## src/rtl/ecg_buf_pkg.sv

```systemverilog
// Shared constants, FSM state type and the read-credit helper for the ECG
// ping-pong buffer reader.
package ecg_buf_pkg;

  localparam int ECG_ADDR_W     = 12;
  localparam int ECG_DATA_W     = 12;
  localparam int ECG_BANK_SIZE  = 2048;
  localparam int ECG_FIFO_DEPTH = 2;

  typedef enum logic [1:0] {
    ST_IDLE  = 2'd0,
    ST_READ  = 2'd1,
    ST_DRAIN = 2'd2,
    ST_DONE  = 2'd3
  } state_t;

  // A new read may issue only if every sample already owed to the output
  // side (queued, returning from BRAM, minus the one leaving now) still fits.
  function automatic logic credit_ok(input logic [1:0] count,
                                     input logic       inflight,
                                     input logic       pop);
    logic [2:0] occ;
    occ = {1'b0, count} + {2'b00, inflight} - {2'b00, pop};
    return (occ < 3'(ECG_FIFO_DEPTH));
  endfunction

endpackage

```

## src/rtl/ecg_rd_fifo.sv

```systemverilog
// Two-entry synchronous FIFO holding {last, sample} between the BRAM read
// port and the downstream valid/ready interface.
module ecg_rd_fifo
  import ecg_buf_pkg::*;
#(
  parameter int W = ECG_DATA_W + 1
) (
  input  logic         clk,
  input  logic         rst_n,
  input  logic         i_push,
  input  logic [W-1:0] i_wdata,
  input  logic         i_pop,
  output logic [W-1:0] o_rdata,
  output logic [1:0]   o_count,
  output logic         o_valid
);

  localparam logic [1:0] LP_FULL = 2'(ECG_FIFO_DEPTH);

  logic [W-1:0] r_mem [ECG_FIFO_DEPTH];
  logic         r_wr_ptr;
  logic         r_rd_ptr;
  logic [1:0]   r_count;
  logic         w_push;
  logic         w_pop;

  assign w_pop  = i_pop && (r_count != 2'd0);
  assign w_push = i_push && ((r_count != LP_FULL) || w_pop);

  // Storage, pointers and occupancy.
  always_ff @(posedge clk or negedge rst_n) begin
    if (!rst_n) begin
      for (int i = 0; i < ECG_FIFO_DEPTH; i++) begin
        r_mem[i] <= '0;
      end
      r_wr_ptr <= 1'b0;
      r_rd_ptr <= 1'b0;
      r_count  <= 2'd0;
    end else begin
      if (w_push) begin
        r_mem[r_wr_ptr] <= i_wdata;
        r_wr_ptr        <= ~r_wr_ptr;
      end
      if (w_pop) begin
        r_rd_ptr <= ~r_rd_ptr;
      end
      case ({w_push, w_pop})
        2'b10:   r_count <= r_count + 2'd1;
        2'b01:   r_count <= r_count - 2'd1;
        default: r_count <= r_count;
      endcase
    end
  end

  assign o_rdata = r_mem[r_rd_ptr];
  assign o_count = r_count;
  assign o_valid = (r_count != 2'd0);

endmodule

```

## src/rtl/ecg_buffer_reader.sv

```systemverilog
// Reads a completed ping-pong bank over BRAM port B and streams it out on a
// valid/ready interface, returning a one-cycle data-consumed pulse at the end.
module ecg_buffer_reader
  import ecg_buf_pkg::*;
#(
  parameter int ADDR_W    = ECG_ADDR_W,
  parameter int DATA_W    = ECG_DATA_W,
  parameter int BANK_SIZE = ECG_BANK_SIZE
) (
  input  logic              clk,
  input  logic              rst_n,
  input  logic [ADDR_W-1:0] i_load,
  input  logic              i_drc,
  input  logic              i_switch,
  output logic [ADDR_W-1:0] o_rd_addr,
  output logic              o_rd_en,
  input  logic [DATA_W-1:0] i_rd_data,
  output logic [DATA_W-1:0] o_m_data,
  output logic              o_m_valid,
  input  logic              i_m_ready,
  output logic              o_m_last,
  output logic              o_dc,
  output logic              o_busy
);

  localparam logic [ADDR_W-1:0] LP_BANK = ADDR_W'(BANK_SIZE);
  localparam logic [ADDR_W-1:0] LP_ONE  = ADDR_W'(1);

  state_t            r_state;
  state_t            w_state_next;
  logic              r_bank;
  logic [ADDR_W-1:0] r_len;
  logic [ADDR_W-1:0] r_idx;
  logic [ADDR_W-1:0] r_sent;
  logic              r_busy;
  logic              r_armed;
  logic              r_inflight;
  logic              r_inflight_last;
  logic              r_dc;

  logic [ADDR_W-1:0] w_load_len;
  logic              w_start;
  logic              w_issue;
  logic              w_pop;
  logic              w_fifo_valid;
  logic [1:0]        w_fifo_count;
  logic [DATA_W:0]   w_fifo_rdata;

  assign w_load_len = (i_load > LP_BANK) ? LP_BANK : i_load;
  assign w_start    = (r_state == ST_IDLE) && r_armed && i_drc && !r_busy;
  assign w_pop      = w_fifo_valid && i_m_ready;
  assign w_issue    = (r_state == ST_READ) && (r_idx < r_len) &&
                      credit_ok(w_fifo_count, r_inflight, w_pop);

  // State register.
  always_ff @(posedge clk or negedge rst_n) begin
    if (!rst_n) begin
      r_state <= ST_IDLE;
    end else begin
      r_state <= w_state_next;
    end
  end

  // Next-state logic.
  always_comb begin
    w_state_next = r_state;
    case (r_state)
      ST_IDLE: begin
        if (w_start) begin
          if (w_load_len == '0) begin
            w_state_next = ST_DONE;
          end else begin
            w_state_next = ST_READ;
          end
        end else begin
          w_state_next = ST_IDLE;
        end
      end
      ST_READ: begin
        if (r_idx == r_len) begin
          w_state_next = ST_DRAIN;
        end else begin
          w_state_next = ST_READ;
        end
      end
      ST_DRAIN: begin
        if (r_sent == r_len) begin
          w_state_next = ST_DONE;
        end else begin
          w_state_next = ST_DRAIN;
        end
      end
      ST_DONE: w_state_next = ST_IDLE;
      default: w_state_next = ST_IDLE;
    endcase
  end

  // Block context, counters and handshake flags; bank and length are frozen
  // at start so writer-side changes mid-block have no effect.
  always_ff @(posedge clk or negedge rst_n) begin
    if (!rst_n) begin
      r_bank          <= 1'b0;
      r_len           <= '0;
      r_idx           <= '0;
      r_sent          <= '0;
      r_busy          <= 1'b0;
      r_armed         <= 1'b1;
      r_inflight      <= 1'b0;
      r_inflight_last <= 1'b0;
      r_dc            <= 1'b0;
    end else begin
      if (w_start) begin
        r_bank  <= ~i_switch;
        r_len   <= w_load_len;
        r_idx   <= '0;
        r_sent  <= '0;
        r_busy  <= 1'b1;
        r_armed <= 1'b0;
      end else begin
        if (w_issue) begin
          r_idx <= r_idx + LP_ONE;
        end
        if (w_pop) begin
          r_sent <= r_sent + LP_ONE;
        end
        if (!i_drc) begin
          r_armed <= 1'b1;
        end
        if (r_dc) begin
          r_busy <= 1'b0;
        end
      end
      r_inflight      <= w_issue;
      r_inflight_last <= w_issue && (r_idx == (r_len - LP_ONE));
      r_dc            <= (r_state == ST_DONE);
    end
  end

  ecg_rd_fifo #(
    .W (DATA_W + 1)
  ) u_fifo (
    .clk     (clk),
    .rst_n   (rst_n),
    .i_push  (r_inflight),
    .i_wdata ({r_inflight_last, i_rd_data}),
    .i_pop   (i_m_ready),
    .o_rdata (w_fifo_rdata),
    .o_count (w_fifo_count),
    .o_valid (w_fifo_valid)
  );

  assign o_rd_en   = w_issue;
  assign o_rd_addr = {r_bank, r_idx[ADDR_W-2:0]};
  assign o_m_data  = w_fifo_rdata[DATA_W-1:0];
  assign o_m_last  = w_fifo_rdata[DATA_W];
  assign o_m_valid = w_fifo_valid;
  assign o_dc      = r_dc;
  assign o_busy    = r_busy;

endmodule

```

## config.mk

```make
export PLATFORM = sky130hd
export DESIGN_NAME = ecg_buffer_reader
export DESIGN_NICKNAME = d
export VERILOG_FILES = /design/src/rtl/ecg_buf_pkg.sv /design/src/rtl/ecg_rd_fifo.sv /design/src/rtl/ecg_buffer_reader.sv
export SDC_FILE = /design/constraint.sdc
export NUM_CORES = 1
export LEC_CHECK = 0
export CAP_MARGIN = 25
export CORE_ASPECT_RATIO = 1.4
export CORE_MARGIN = 3
export CORE_UTILIZATION = 59
export DETAILED_ROUTE_END_ITERATION = 12
export GPL_TIMING_DRIVEN = 0
export PLACE_DENSITY = 0.88
export SETUP_SLACK_MARGIN = 0.05
export SLEW_MARGIN = 20
export SYNTH_ARGS = -nofsm -noshare
export SYNTH_HDL_FRONTEND = slang
export SYNTH_SLANG_ARGS = --single-unit
```

## constraint.sdc

```tcl
create_clock -name clk -period 10 [get_ports clk]
set_input_delay 2 -clock clk [delete_from_list [all_inputs] [get_ports clk]]
set_output_delay 2 -clock clk [all_outputs]
set_load 0.01 [all_outputs]
```

# Word level (Yosys, flattened, before mapping)
# Cells that the tools add are included.
# Widths: inputs -> output; s select.
# totals
ff_bits,74
out_inout_bits,29
elab_cells,82
# classes
addsub,7
magnitude_cmp,6
n_eq_ne,10
n_mux,21
bitwise_logic,5
n_reduce_logical,18
# ops
cell,count
$mux 12,5
$mux 13,4
$eq 12x12->1,3
$bwmux 26,1
$add 12x1->12 const B,2
$demux 13 s1,1
$gt 12x12->1 const B,1
$logic_not 12->1,1
$lt 12x12->1,1
$sub 12x1->12 const B,1
$reduce_bool 2->1,5
$logic_and 1x1->1,9
$pmux 2 s4,1
$eq 2x2->1 const B,3
$mux 2,3
$mux 1,5
$eq 2x1->1 const B,2
$ge 2x2->1 const B,2
$not 1->2,2
$pmux 2 s2,1
$add 2x1->3,1
$lt 3x2->1 const B,1
$not 1->1,3
$sub 3x1->3,1
8 further kinds,8

# Longest topological paths before layout
# depth
ltp_word,7
depth_mapped,13

# Cells and area by module
# Synthesis repeated with hierarchy kept, for this count alone.
# unflattened
cells_unflattened,418
area_unflattened_um2,4451.8
# by_module_without_submodules
mod,n_inst,cells_each,area_each_um2,seq_area_each_um2
ecg_buffer_reader,1,332,3032.9,1102.3
ecg_rd_fifo,1,86,1418.9,750.7

# Worst setup path after synthesis
# OpenSTA, ideal clock, no wires.
# synth_path
path_kind,input -> output
from,input i_m_ready
to,output o_rd_en
arrival_time_ps,4254
t_required_ps,8000
slack_ps,3746
cell_stages,11
n_path_buf,2
cell_sequence,o21a_1 > clkbuf_1 > ha_1 > nand2b_1 > fa_1 > xor2_1 > nor4b_2 > o21ai_1 > or3_1 > buf_6 > clkinv_1
# synth_between
elab_chain_len,4
# synth_lines
element,line,rtl
"start, declared",ecg_buffer_reader.sv:20,"input logic i_m_ready,"
$logic_and 1x1->1,n/a,
net u_fifo.w_pop,ecg_rd_fifo.sv:25,logic w_pop;
$sub 3x1->3,ecg_buf_pkg.sv:23,"occ = {1'b0, count} + {2'b00, inflight} - {2'b00, pop};"
$lt 3x2->1,ecg_buf_pkg.sv:24,return (occ < 3'(ECG_FIFO_DEPTH));
$logic_and 1x1->1,ecg_buffer_reader.sv:52,assign w_issue = (r_state == ST_READ) && (r_idx < r_len) &&
"end, declared",ecg_buffer_reader.sv:16,"output logic o_rd_en,"
# The timed path passes the listed nets, and every way through them passes these cells.

# Worst setup path after layout
# Same ends and word-level chain as after synthesis.

==> impl_metrics.tcl <==
set metrics [dict create \
    outcome "finished clean" \
    wl_per_cell_um 16.89 \
    r2r_cells 12 \
    fin_nets 524 \
    vias 3269 \
    place.port_buffers 57 \
    ys_ff_latch 74 \
    netlist_area_um2 4194 \
    fin_skew_ps 6.885 \
    cts-resized-gates 0 \
    fmax_ghz 0.1280 \
    fp.dieW_um 77.26 \
    synth.distinct_cells 47 \
    p_int_mw 0.9199 \
    end_kind "primary output" \
    cts.reportedPaths.clkPinSlew_ps 80 \
    worstMarginPinSlew_ps 634.4 \
    layout-drive-gt1-share 0.1618 \
    dieArea_um2 8170 \
    drc_errors 0 \
    p_sw_mw 0.5859 \
    seq_power_share 0.340 \
    cp_max_fo 10 \
    hold_buffers 0 \
    clock_latency_ps 350 \
    grt_setup_unrepaired "no" \
    drt-vias-per-instance 5.695 \
    finalCriticalPeriod_ps 7810 \
    cts_tree "yes" \
    comb_power_share 0.508 \
    drtIter0Drc 136 \
    relSlewSlack 0.5770 \
    hp-class "flip-flop to flip-flop" \
    synth_nets 455 \
    holdPathEnd "o_busy" \
    setup_slack_ps 2190 \
    drv_cap 0 \
    holdCritStartpoint "o_dc" \
    syn2layout_area_growth_pct 21.39 \
    htree_levels 3 \
    grt_pass1_wl_mm 16.22 \
    min_path_cells 1 \
    fin_area_um2 5091 \
    finalMaxSlewViolations 0 \
    place_area_um2 4897 \
    seq_area_frac_synth 0.4418 \
    root_buffer "clkbuf_8" \
    finalHoldViolCount 0 \
    gr-usage-all-layers 0.2516 \
    worstSetupPathType "input pin to primary output" \
    ys.flop_type "dfrtp_1" \
    min_period_over_period 0.7810 \
    ys_async_sr_fraction 1.000 \
    wl_mm 9.695 \
    rr_endpoint "r_idx[11]" \
    rows 35 \
    grt_max_degree 39 \
    peakVddDrop_v 0.0001592 \
    power.share.switching 0.3891 \
    gp_congestion 0.8930 \
    ioPinCount 58 \
    antenna_found_initial 0 \
    cp-start-kind "input pin" \
    dpl_worst_slack_ps 2213 \
    setup_viol 0 \
    cts_setup_buffers 0 \
    cts_buffers 9 \
    grt_remaining_overflow 0 \
    drtAntennaViolNets 0 \
    clkSinkCount 74 \
    core_area_um2 6744 \
    grt_pass1_vias 3517 \
    syn_avg_cell_area_um2 10.28 \
    synth_warnings 0 \
    initial_utilization 0.6219 \
    rrSetupSlack_ps 6230 \
    powerDensity_nw_per_um2 295.8 \
    p_leak_nw 2.245 \
    dp_hpwl_mm 7.258 \
    pwr-share-clk 0.152 \
    cts_max_path_buffers 2 \
    synth_edf_count 0 \
    r2r_start "u_fifo.o_count[0]" \
    fin_setup_tns_ps 0 \
    die_h_um 105.8 \
    synth_cells 408 \
    n_antenna_cell 0 \
    required_ps 8000 \
    drt_pre_antenna_iters 4 \
    arrival_ps 5810 \
]
-- routing by layer --
layer | up-vias | share of wire | track usage
met3 | 36 | 0.037 | 0.03248
met1 | 1582 | 0.40 | 0.2813
met5 | - | 0 | 0
met2 | 105 | 0.51 | 0.4419
met4 | 0 | 0.052 | 0.1667
li1 | 1546 | - | -
-- sequential cells by signal (all words and copies together) (netlist names), 2 cells and up --
| name | cells |
|---|---|
| u_fifo.r_mem | 26 |
| r_idx | 12 |
| r_len | 12 |
| r_sent | 12 |
| r_state | 2 |
| u_fifo.o_count | 2 |
-- critical path: stages --
cell,delay [ps]
clkdlybuf4s50_1,480
o21a_1,120
clkbuf_1,350
ha_1,310
nand2b_1,150
fa_1,380
xor2_1,160
nor4b_2,340
o21ai_1,170
or3_1,390
buf_6,150
clkinv_1,200
clkdlybuf4s50_1,590
-- placed cells by master, fill, tap and decap left out, types with 3 or more instances in the layout --
cell type | synthesis | routed
nand4_1 | 8 | 8
nand3_1 | 13 | 13
nand2b_1 | 3 | 3
ha_1 | 17 | 17
nor3_1 | 6 | 6
mux2_2 | 39 | 39
o22ai_1 | 3 | 3
clkdlybuf4s50_1 | 0 | 56
inv_1 | 21 | 21
a21oi_1 | 15 | 15
o31ai_1 | 3 | 3
or4_1 | 3 | 3
nor2_1 | 23 | 23
o21ai_0 | 22 | 22
nand2_1 | 31 | 31
buf_6 | 3 | 3
and3_1 | 7 | 7
nand3b_1 | 3 | 3
xnor2_1 | 24 | 24
xor2_1 | 21 | 21
buf_4 | 12 | 13
a31oi_1 | 3 | 3
nor4_1 | 8 | 8
clkbuf_1 | 12 | 12
mux2i_1 | 5 | 5
or3_1 | 5 | 5
dfrtp_1 | 73 | 73
clkbuf_8 | 0 | 9
clkinv_2 | 0 | 3
-- cell families (layout without fill, tap and decap cells) --
group / after synthesis / in the layout / share of synthesized area
AO/OA/AOI/OAI: 56 / 56 / 0.07816
XOR/XNOR: 45 / 45 / 0.09397
adder cells (fa/ha/maj): 18 / 18 / 0.05549
buffers and inverters: 50 / 124 / 0.06116
flip-flops: 74 / 74 / 0.4418
multiplexers: 44 / 44 / 0.1166
AND/OR/NAND/NOR: 121 / 121 / 0.1527
-- power groups by stage --
stage	combinational (mW)	clock, mW	sequential (mW)
final	0.765	0.229	0.512
after CTS	0.765	0.232	0.511
after floorplan	0.520	0	0.487
after detailed placement	0.758	0	0.516
after global placement	0.731	0	0.504
after global routing	0.837	0.245	0.529
-- final cells by class --
cell class | count | area [um^2]
Multi-Input combinational cell | 284 | 2085
Clock buffer | 9 | 123.9
Fill cell | 514 | 1653
Sequential cell | 74 | 1853
Inverter | 22 | 82.58
Tap cell | 92 | 115.1
Timing Repair Buffer | 58 | 588.1
Buffer | 28 | 173.9
Clock inverter | 7 | 70.07
-- through the flow --
stage,power (mW),utilization,hold slack [ps],cells
after global routing,1.611,0.7549,511.4,574
after detailed placement,1.274,0.7262,474.8,558
after global placement,1.235,0.7236,437.8,557
after CTS,1.509,0.7549,487.6,574
after floorplan,1.006,-,451.0,408
final,1.506,0.7549,475.6,574
-- worst max path at each step --
stage                     slack [ps]      start  cells after the start       to
after floorplan                 3750  i_m_ready                     11  o_rd_en
after global placement          2230  i_m_ready                     13  o_rd_en
after detailed placement        2210  i_m_ready                     13  o_rd_en
after CTS                       2190  i_m_ready                     13  o_rd_en
after global routing            2070  i_m_ready                     13  o_rd_en
final                           2190  i_m_ready                     13  o_rd_en
-- Yosys cell counts, types with 2 or more instances --
cell | n | area share
dfrtp_1 | 73 | 0.44
mux2_2 | 39 | 0.10
nand2_1 | 31 | 0.028
xnor2_1 | 24 | 0.050
nor2_1 | 23 | 0.021
o21ai_0 | 22 | 0.026
inv_1 | 21 | 0.019
xor2_1 | 21 | 0.044
ha_1 | 17 | 0.051
a21oi_1 | 15 | 0.018
nand3_1 | 13 | 0.016
buf_4 | 12 | 0.021
clkbuf_1 | 12 | 0.011
nand4_1 | 8 | 0.012
nor4_1 | 8 | 0.012
and3_1 | 7 | 0.010
nor3_1 | 6 | 0.0072
mux2i_1 | 5 | 0.012
or3_1 | 5 | 0.0075
a31oi_1 | 3 | 0.0045
buf_6 | 3 | 0.0081
nand2b_1 | 3 | 0.0045
nand3b_1 | 3 | 0.0054
o22ai_1 | 3 | 0.0045
o31ai_1 | 3 | 0.0054
or4_1 | 3 | 0.0054
a21o_1 | 2 | 0.0036
and2_1 | 2 | 0.0030
nand4b_1 | 2 | 0.0042
or4_4 | 2 | 0.0054
Note: power is estimated with default switching activity, not from simulation.
